[config.mk]
export PLATFORM = sky130hd
export DESIGN_NAME = uart_reg_bridge
export DESIGN_NICKNAME = d
export VERILOG_FILES = /design/src/rtl/uart_reg_bridge.sv
export SDC_FILE = /design/constraint.sdc
export NUM_CORES = 1
export LEC_CHECK = 0
export BUFFER_PORTS_ARGS = -buffer_cell sky130_fd_sc_hd__buf_2
export CELL_PAD_IN_SITES_DETAIL_PLACEMENT = 1
export CELL_PAD_IN_SITES_GLOBAL_PLACEMENT = 1
export CORE_MARGIN = 3
export CORE_UTILIZATION = 48
export CTS_CLUSTER_DIAMETER = 80
export DETAILED_ROUTE_END_ITERATION = 7
export PLACE_DENSITY_LB_ADDON = 0.1
export REMOVE_ABC_BUFFERS = 1
export SLEW_MARGIN = 0
export SYNTH_ARGS = -nofsm -noshare
export SYNTH_HDL_FRONTEND = slang
export SYNTH_SLANG_ARGS = --single-unit
[constraint.sdc]
create_clock -name sys_clk -period 8.5 [get_ports sys_clk]
set_clock_uncertainty 0.15 [all_clocks]
set_input_delay 0.425 -clock sys_clk [delete_from_list [all_inputs] [get_ports sys_clk]]
set_output_delay 0.425 -clock sys_clk [all_outputs]
set_load 0.1 [all_outputs]
[src/rtl/uart_reg_bridge.sv]
// Parses UART host frames (write 57/addr/4 data, read 52/addr) into single-cycle register-bus accesses.
// Latency: write strobe 1 cycle after the last data byte; response bytes go out once the transmitter reports idle.
// Backpressure: each response byte waits for i_tx_status to rise and then fall; rx bytes arriving while busy are dropped.
module uart_reg_bridge #(
    parameter int BYTE_TIMEOUT = 417000,
    parameter int RD_TIMEOUT   = 255
) (
    input  logic        sys_clk,
    input  logic        sys_rst_n,
    input  logic        i_rx_dvalid,
    input  logic [7:0]  i_rx_data,
    output logic        o_tx_dvalid,
    output logic [7:0]  o_tx_data,
    input  logic        i_tx_status,
    output logic        o_reg_wr_en,
    output logic        o_reg_rd_en,
    output logic [7:0]  o_reg_addr,
    output logic [31:0] o_reg_wdata,
    input  logic [31:0] i_reg_rdata,
    input  logic        i_reg_rd_valid,
    output logic        o_frame_err
);

    localparam int TMAX = (BYTE_TIMEOUT > RD_TIMEOUT) ? BYTE_TIMEOUT : RD_TIMEOUT;
    localparam int TW   = $clog2(TMAX + 1);

    localparam logic [7:0] CMD_WR  = 8'h57;
    localparam logic [7:0] CMD_RD  = 8'h52;
    localparam logic [7:0] RSP_ACK = 8'h4B;
    localparam logic [7:0] RSP_ERR = 8'h45;

    typedef enum logic [3:0] {
        IDLE,
        GET_ADDR,
        GET_DATA,
        REG_WR,
        REG_RD,
        WAIT_RD,
        TX_SEND,
        TX_WAIT_BUSY,
        TX_WAIT_DONE
    } state_t;

    state_t        state;
    logic          is_write;
    logic [1:0]    data_cnt;
    logic [TW-1:0] tmo_cnt;
    logic [31:0]   tx_buf;
    logic [2:0]    tx_cnt;
    logic          rst_meta;
    logic          rst_n_sync;

    // Reset asserts immediately but releases on a clock edge.
    always_ff @(posedge sys_clk or negedge sys_rst_n) begin
        if (!sys_rst_n) begin
            rst_meta   <= 1'b0;
            rst_n_sync <= 1'b0;
        end else begin
            rst_meta   <= 1'b1;
            rst_n_sync <= rst_meta;
        end
    end

    always_ff @(posedge sys_clk or negedge rst_n_sync) begin
        if (!rst_n_sync) begin
            state       <= IDLE;
            is_write    <= 1'b0;
            data_cnt    <= 2'd0;
            tmo_cnt     <= '0;
            tx_buf      <= 32'h0;
            tx_cnt      <= 3'd0;
            o_tx_dvalid <= 1'b0;
            o_tx_data   <= 8'h0;
            o_reg_wr_en <= 1'b0;
            o_reg_rd_en <= 1'b0;
            o_reg_addr  <= 8'h0;
            o_reg_wdata <= 32'h0;
            o_frame_err <= 1'b0;
        end else begin
            o_tx_dvalid <= 1'b0;
            o_reg_wr_en <= 1'b0;
            o_reg_rd_en <= 1'b0;
            o_frame_err <= 1'b0;

            case (state)
                IDLE: begin
                    if (i_rx_dvalid) begin
                        if (i_rx_data == CMD_WR || i_rx_data == CMD_RD) begin
                            is_write <= (i_rx_data == CMD_WR);
                            tmo_cnt  <= '0;
                            state    <= GET_ADDR;
                        end else begin
                            o_frame_err <= 1'b1;
                            tx_buf      <= {RSP_ERR, 24'h0};
                            tx_cnt      <= 3'd1;
                            state       <= TX_SEND;
                        end
                    end
                end

                GET_ADDR: begin
                    if (i_rx_dvalid) begin
                        o_reg_addr <= i_rx_data;
                        tmo_cnt    <= '0;
                        data_cnt   <= 2'd0;
                        if (is_write) begin
                            state <= GET_DATA;
                        end else begin
                            o_reg_rd_en <= 1'b1;
                            state       <= REG_RD;
                        end
                    end else if (tmo_cnt == TW'(BYTE_TIMEOUT - 1)) begin
                        o_frame_err <= 1'b1;
                        state       <= IDLE;
                    end else begin
                        tmo_cnt <= tmo_cnt + 1'b1;
                    end
                end

                GET_DATA: begin
                    if (i_rx_dvalid) begin
                        o_reg_wdata <= {o_reg_wdata[23:0], i_rx_data};
                        tmo_cnt     <= '0;
                        data_cnt    <= data_cnt + 1'b1;
                        // Strobe is raised here so it is visible the cycle after the last byte.
                        if (data_cnt == 2'd3) begin
                            o_reg_wr_en <= 1'b1;
                            state       <= REG_WR;
                        end
                    end else if (tmo_cnt == TW'(BYTE_TIMEOUT - 1)) begin
                        o_frame_err <= 1'b1;
                        data_cnt    <= 2'd0;
                        state       <= IDLE;
                    end else begin
                        tmo_cnt <= tmo_cnt + 1'b1;
                    end
                end

                REG_WR: begin
                    tx_buf <= {RSP_ACK, 24'h0};
                    tx_cnt <= 3'd1;
                    state  <= TX_SEND;
                end

                REG_RD: begin
                    tmo_cnt <= '0;
                    if (i_reg_rd_valid) begin
                        tx_buf <= i_reg_rdata;
                        tx_cnt <= 3'd4;
                        state  <= TX_SEND;
                    end else begin
                        state <= WAIT_RD;
                    end
                end

                WAIT_RD: begin
                    if (i_reg_rd_valid) begin
                        tx_buf <= i_reg_rdata;
                        tx_cnt <= 3'd4;
                        state  <= TX_SEND;
                    end else if (tmo_cnt == TW'(RD_TIMEOUT - 1)) begin
                        o_frame_err <= 1'b1;
                        tx_buf      <= {RSP_ERR, 24'h0};
                        tx_cnt      <= 3'd1;
                        state       <= TX_SEND;
                    end else begin
                        tmo_cnt <= tmo_cnt + 1'b1;
                    end
                end

                TX_SEND: begin
                    // Never request while the transmitter still reports busy.
                    if (!i_tx_status) begin
                        o_tx_data   <= tx_buf[31:24];
                        o_tx_dvalid <= 1'b1;
                        state       <= TX_WAIT_BUSY;
                    end
                end

                TX_WAIT_BUSY: begin
                    if (i_tx_status) begin
                        state <= TX_WAIT_DONE;
                    end
                end

                TX_WAIT_DONE: begin
                    if (!i_tx_status) begin
                        tx_buf <= {tx_buf[23:0], 8'h0};
                        tx_cnt <= tx_cnt - 1'b1;
                        state  <= (tx_cnt == 3'd1) ? IDLE : TX_SEND;
                    end
                end

                default: state <= IDLE;
            endcase
        end
    end

endmodule

# After elaboration in Yosys (flattened, before gate mapping)
# Index checks and enable logic that the tools add are counted.
# totals
ff_bits,115
latchBits,0
mem_bits_rw,0
romBits,0
in_bits,45
n_memories,0
# classes
addsub,3
multipliers,0
div_mod_pow,0
n_lt_le_gt_ge,0
n_eq_ne,28
shift,0
mux,55
n_bitwise,1
n_reduce_logical,14
# ops
operator,n
2-to-1 mux 32 bit,6
one-hot mux 32 bit (5 select lines),1
2-to-1 mux 19 bit,6
one-hot mux 19 bit (4 select lines),1
2-to-1 mux 4 bit,10
one-hot mux 4 bit (9 select lines),1
2-to-1 mux 3 bit,9
!= test 2 bit (second input constant),10
adder 19 x 1 -> 19 bit (second input constant),1
== test 19 bit (second input constant),1
== test 19 x 8 -> 1 bit (second input constant),1
AND reduction 6 bit,3
== test 4 x 3 -> 1 bit (second input constant),4
== test 8 x 7 -> 1 bit (second input constant),2
one-hot mux 3 bit (5 select lines),1
2-to-1 mux 1 bit,14
!= test 3 bit (second input constant),4
== test 4 x 2 -> 1 bit (second input constant),2
2-to-1 mux 2 bit,4
AND reduction 2 bit,3
AND reduction 3 bit,2
nonzero test 5 bit,1
== test 4 x 1 -> 1 bit (second input constant),1
== test 4 bit (second input constant),1
12 further kinds,12

# Logic depth before layout (Yosys ltp)
# logic_depth
ltp_word,5
depth_mapped,8
depth_no_buf,7

# Least setup slack after synthesis
# Ideal clock, no wire load.
# synth_timing
kind,register -> register
from,reg tmo_cnt[0]
to,reg tx_buf[13]
setup_ns,0.125
t_arrival_ns,1.977
required_ns,8.225
path_slack_ns,6.248
stages_incl_launch_ff,9
path_buffers,1
synth_period_minus_slack_ns,2.252
cell_sequence,dfrtp_1 inv_1 ha_1 nor4b_2 nand3_1 a221oi_4 nand3_4 buf_6 mux2_4
# synth_via
elab_chain_cells,3
# synth_rtl
item,line,text
from (decl),47,logic [TW-1:0] tmo_cnt;
from (signal assigned),116,tmo_cnt <= tmo_cnt + 1'b1;
from (signal assigned),135,tmo_cnt <= tmo_cnt + 1'b1;
from (signal assigned),167,tmo_cnt <= tmo_cnt + 1'b1;
== test 19 x 8 -> 1 bit,161,end else if (tmo_cnt == TW'(RD_TIMEOUT - 1)) begin
!= test 3 bit (no line),--,
AND reduction 6 bit (no line),--,
to (signal assigned),158,tx_buf <= i_reg_rdata;
to (signal assigned),163,"tx_buf <= {RSP_ERR, 24'h0};"
to (signal assigned),188,"tx_buf <= {tx_buf[23:0], 8'h0};"
to (decl),48,logic [31:0] tx_buf;
# Every way passes these cells.
# A chain may end at the register's enable or synchronous reset.

# Worst setup path after layout
# layout_timing
from,reg state[1]
to,reg state[0]
# layout_via
elab_chain_cells,3
# layout_rtl
item,line,text
from (decl),44,state_t state;
from (signal assigned),190,state <= (tx_cnt == 3'd1) ? IDLE : TX_SEND;
"== test 4 x 2 -> 1 bit, or another cell as far along",85,case (state)
!= test 3 bit (no line) or != test 2 bit (tied branches),--,
AND reduction 6 bit (no line),--,
# Several ways; a longest one is shown, not always the timed one.

==> flow_metrics.tcl <==
set metrics [dict create \
    outcome "completed" \
    hp-class "primary input to flip-flop" \
    drt_iter0_drc 263 \
    grt_max_degree 72 \
    finalCritPeriodShare_pct 38.3 \
    ys_top_cells_by_count "dfrtp_1 (115), nand2_1 (104), mux2_2 (30)" \
    synth_top_cell_area_share_pct 49.4 \
    die_x_um 116 \
    clkSinkCount 115 \
    numPortBuffers 96 \
    drc 0 \
    crit_chain "nor4b_1 -> nand2_1 -> buf_4 -> a2bb2oi_1 -> nand2_1 -> mux2_2" \
    synth_seq_cells 115 \
    antenna_found_initial 0 \
    postRouteAntennaNets 0 \
    die-height_um 116 \
    io_pins 97 \
    synth_top_family_by_area "simple AND/OR/NAND/NOR gates" \
    max_slew_margin_pct 18.6 \
    end_kind "flip-flop" \
    cts_tree "yes" \
    synth_top_flop_cell "dfrtp_1" \
    area_delta_synth_final_pct 20.6 \
    vias 4658 \
    synthAdderAreaFrac_pct 1.07 \
    rsz0062_at_grt "false" \
    clk_path_buf_depth 2 \
    synth_most_common_cell "dfrtp_1" \
    synth_xor_area_share_pct 0.752 \
    cap_violations 0 \
    cp_slowest_cell "dfrtp_1" \
    synth_area_leaders "dfrtp_1 (49%), nand2_1 (6.7%), mux2_2 (5.8%)" \
    yosysTopAreaCell "dfrtp_1" \
    worstPathArrival_ns 3.41 \
    grt_util_all_layers_pct 23.6 \
    grt_pass1_vias 4821 \
    fmax_mhz 307 \
    postSynthAreaPerCell_um2 10.5 \
    h-tree-depth 4 \
    netlist_instances 552 \
    multi_input_area_um2 2710 \
    cts-root-buf "clkbuf_16" \
    dieArea_um2 13500 \
    path_class "flip-flop to flip-flop" \
    netlist_area_um2 5820 \
    setup_tns_ns 0 \
    crit_path_max_fanout 22 \
    cp_slowest_stage_delay_ns 0.83 \
    min_path_cells 3 \
    critPathLaunchType "flip-flop" \
    overflow 0 \
    fillers 1277 \
    row_count 39 \
    slew_viol_final 0 \
    routedWlPerCell_um 19.3 \
    reg2reg_depth 6 \
    grt_pass1_wl_um 24700 \
    tightest_slew_ns 1.21 \
    yosys_warnings 0 \
    critical_path.most_common_cell "nand2_1" \
    yosysSeqAreaShare_pct 49.4 \
    start_util_pct 50.1 \
    setup_viol_count_final 0 \
    synthMuxAreaShare_pct 13.1 \
    finalWirelength_um 15300 \
    worstPathRequired_ns 8.65 \
    synth_compound_area_share_pct 12.8 \
    numCtsBuffers 17 \
    yosysUniqueCellTypes 70 \
    finalHoldViolations 0 \
    firstDrtPassIters 4 \
    hpwlAfterDp_um 9960 \
    timing.final.crit_period_ns 3.26 \
    cts-resized-gates 0 \
    core_area_um2 11600 \
    viasPerCell 5.87 \
    clock_latency_ns 0.42 \
    register_area_um2 2880 \
    yosys.area_share.simple_pct 18.4 \
    nets 687 \
    synth_edf_count 0 \
    synth-async-reset-ratio_pct 100 \
    antenna_cells 0 \
    drive_above_1_share_pct 30.2 \
    clkSlewWorstSetupHoldPaths_ns 0.05 \
    gp_congestion 0.842 \
]
## routing by layer
| layer | part of all wire [%] | GRT usage (%) | wire length, um |
|---|---|---|---|
| met5 | 0 | 0 | 0 |
| met4 | 1.9 | 9.67 | 289 |
| met3 | 4.9 | 5.34 | 749 |
| met2 | 50 | 39.4 | 7640 |
| met1 | 43 | 30.0 | 6610 |
## kinds of logic (layout without fill, tap and decap cells)
family / count (synthesis) / after routing
AOI/OAI and AO/OA: 96 / 96
other: 1 / 1
adders and majority gates: 5 / 5
DFF: 115 / 115
muxes: 63 / 63
buffers and inverters: 57 / 155
xor gates and xnor gates: 5 / 5
and+or+nand+nor: 210 / 210
## stage by stage
stage / cell area (um^2) / util, % / cells / hold WS, ns / worst slack (ns)
floorplan: 5650 / - / 517 / -0.0206 / 4.91
global placement: 6360 / 54.8 / 760 / 0.0590 / 5.38
detailed placement: 6360 / 54.8 / 760 / 0.0673 / 5.27
CTS: 7020 / 60.5 / 793 / 0.0754 / 5.25
global route: 7020 / 60.5 / 793 / 0.0887 / 4.96
finish: 7020 / 60.5 / 793 / 0.0940 / 5.24
## state kept, by name, indices dropped and copies added (netlist names), 2 cells and up
register     flops
data_cnt         2
tmo_cnt         19
tx_buf          32
state            4
o_reg_addr       8
tx_cnt           3
o_tx_data        8
o_reg_wdata     32
## final timing paths
| path | to | startpoint | slack (ns) |
|---|---|---|---|
| min reg2reg | tmo_cnt[16] | rst_n_sync | 0.18 |
| min in group asynchronous | rst_n_sync | sys_rst_n | 0.17 |
| max reg2reg | state[0] | state[1] | 5.24 |
| max in group asynchronous | tx_buf[23] | rst_n_sync | 6.73 |
| max | state[0] | state[1] | 5.24 |
| min | tx_buf[3] | i_reg_rdata[3] | 0.09 |
## placed cells by master, fill, tap and decap left out, types with 10 or more instances in the layout
cell type / instances
a21oi_1: 13
mux2_4: 19
a22o_1: 19
o31ai_1: 14
nand2b_1: 10
o21ai_0: 11
mux2_2: 30
nor3_1: 12
nand2_1: 104
dfrtp_1: 114
inv_1: 21
buf_2: 96
clkbuf_16: 17
nand3_1: 14
nor2_1: 18
mux2i_1: 14
## worst max-delay path, delay by kind of cell, from the launching register on
| family | cells | cell delay (ns) |
|---|---|---|
| flip-flops | 1 | 0.83 |
| multiplexers | 1 | 0.34 |
| AND/OR/NAND/NOR | 3 | 1.24 |
| buffers and inverters | 1 | 0.38 |
| AO/OA/AOI/OAI | 1 | 0.18 |
## cell type report
cell class / count / area share, %
flip-flops and latches: 115 / 41.0
multi-input cells: 380 / 38.6
repair buffers: 101 / 7.41
clock buffers: 24 / 7.15
well taps: 143 / 2.55
clock inverters: 8 / 2.09
inverters: 22 / 1.18
## what timing repair did
| action | in CTS | in global routing |
|---|---|---|
| buffers inserted | 0 | 0 |
| hold buffers | 1 | 0 |
| endpoints found under the hold margin | 2 | 0 |
Power is not shown: default switching activity piles up to over one toggle a cycle in this logic, so the estimate is an artifact.
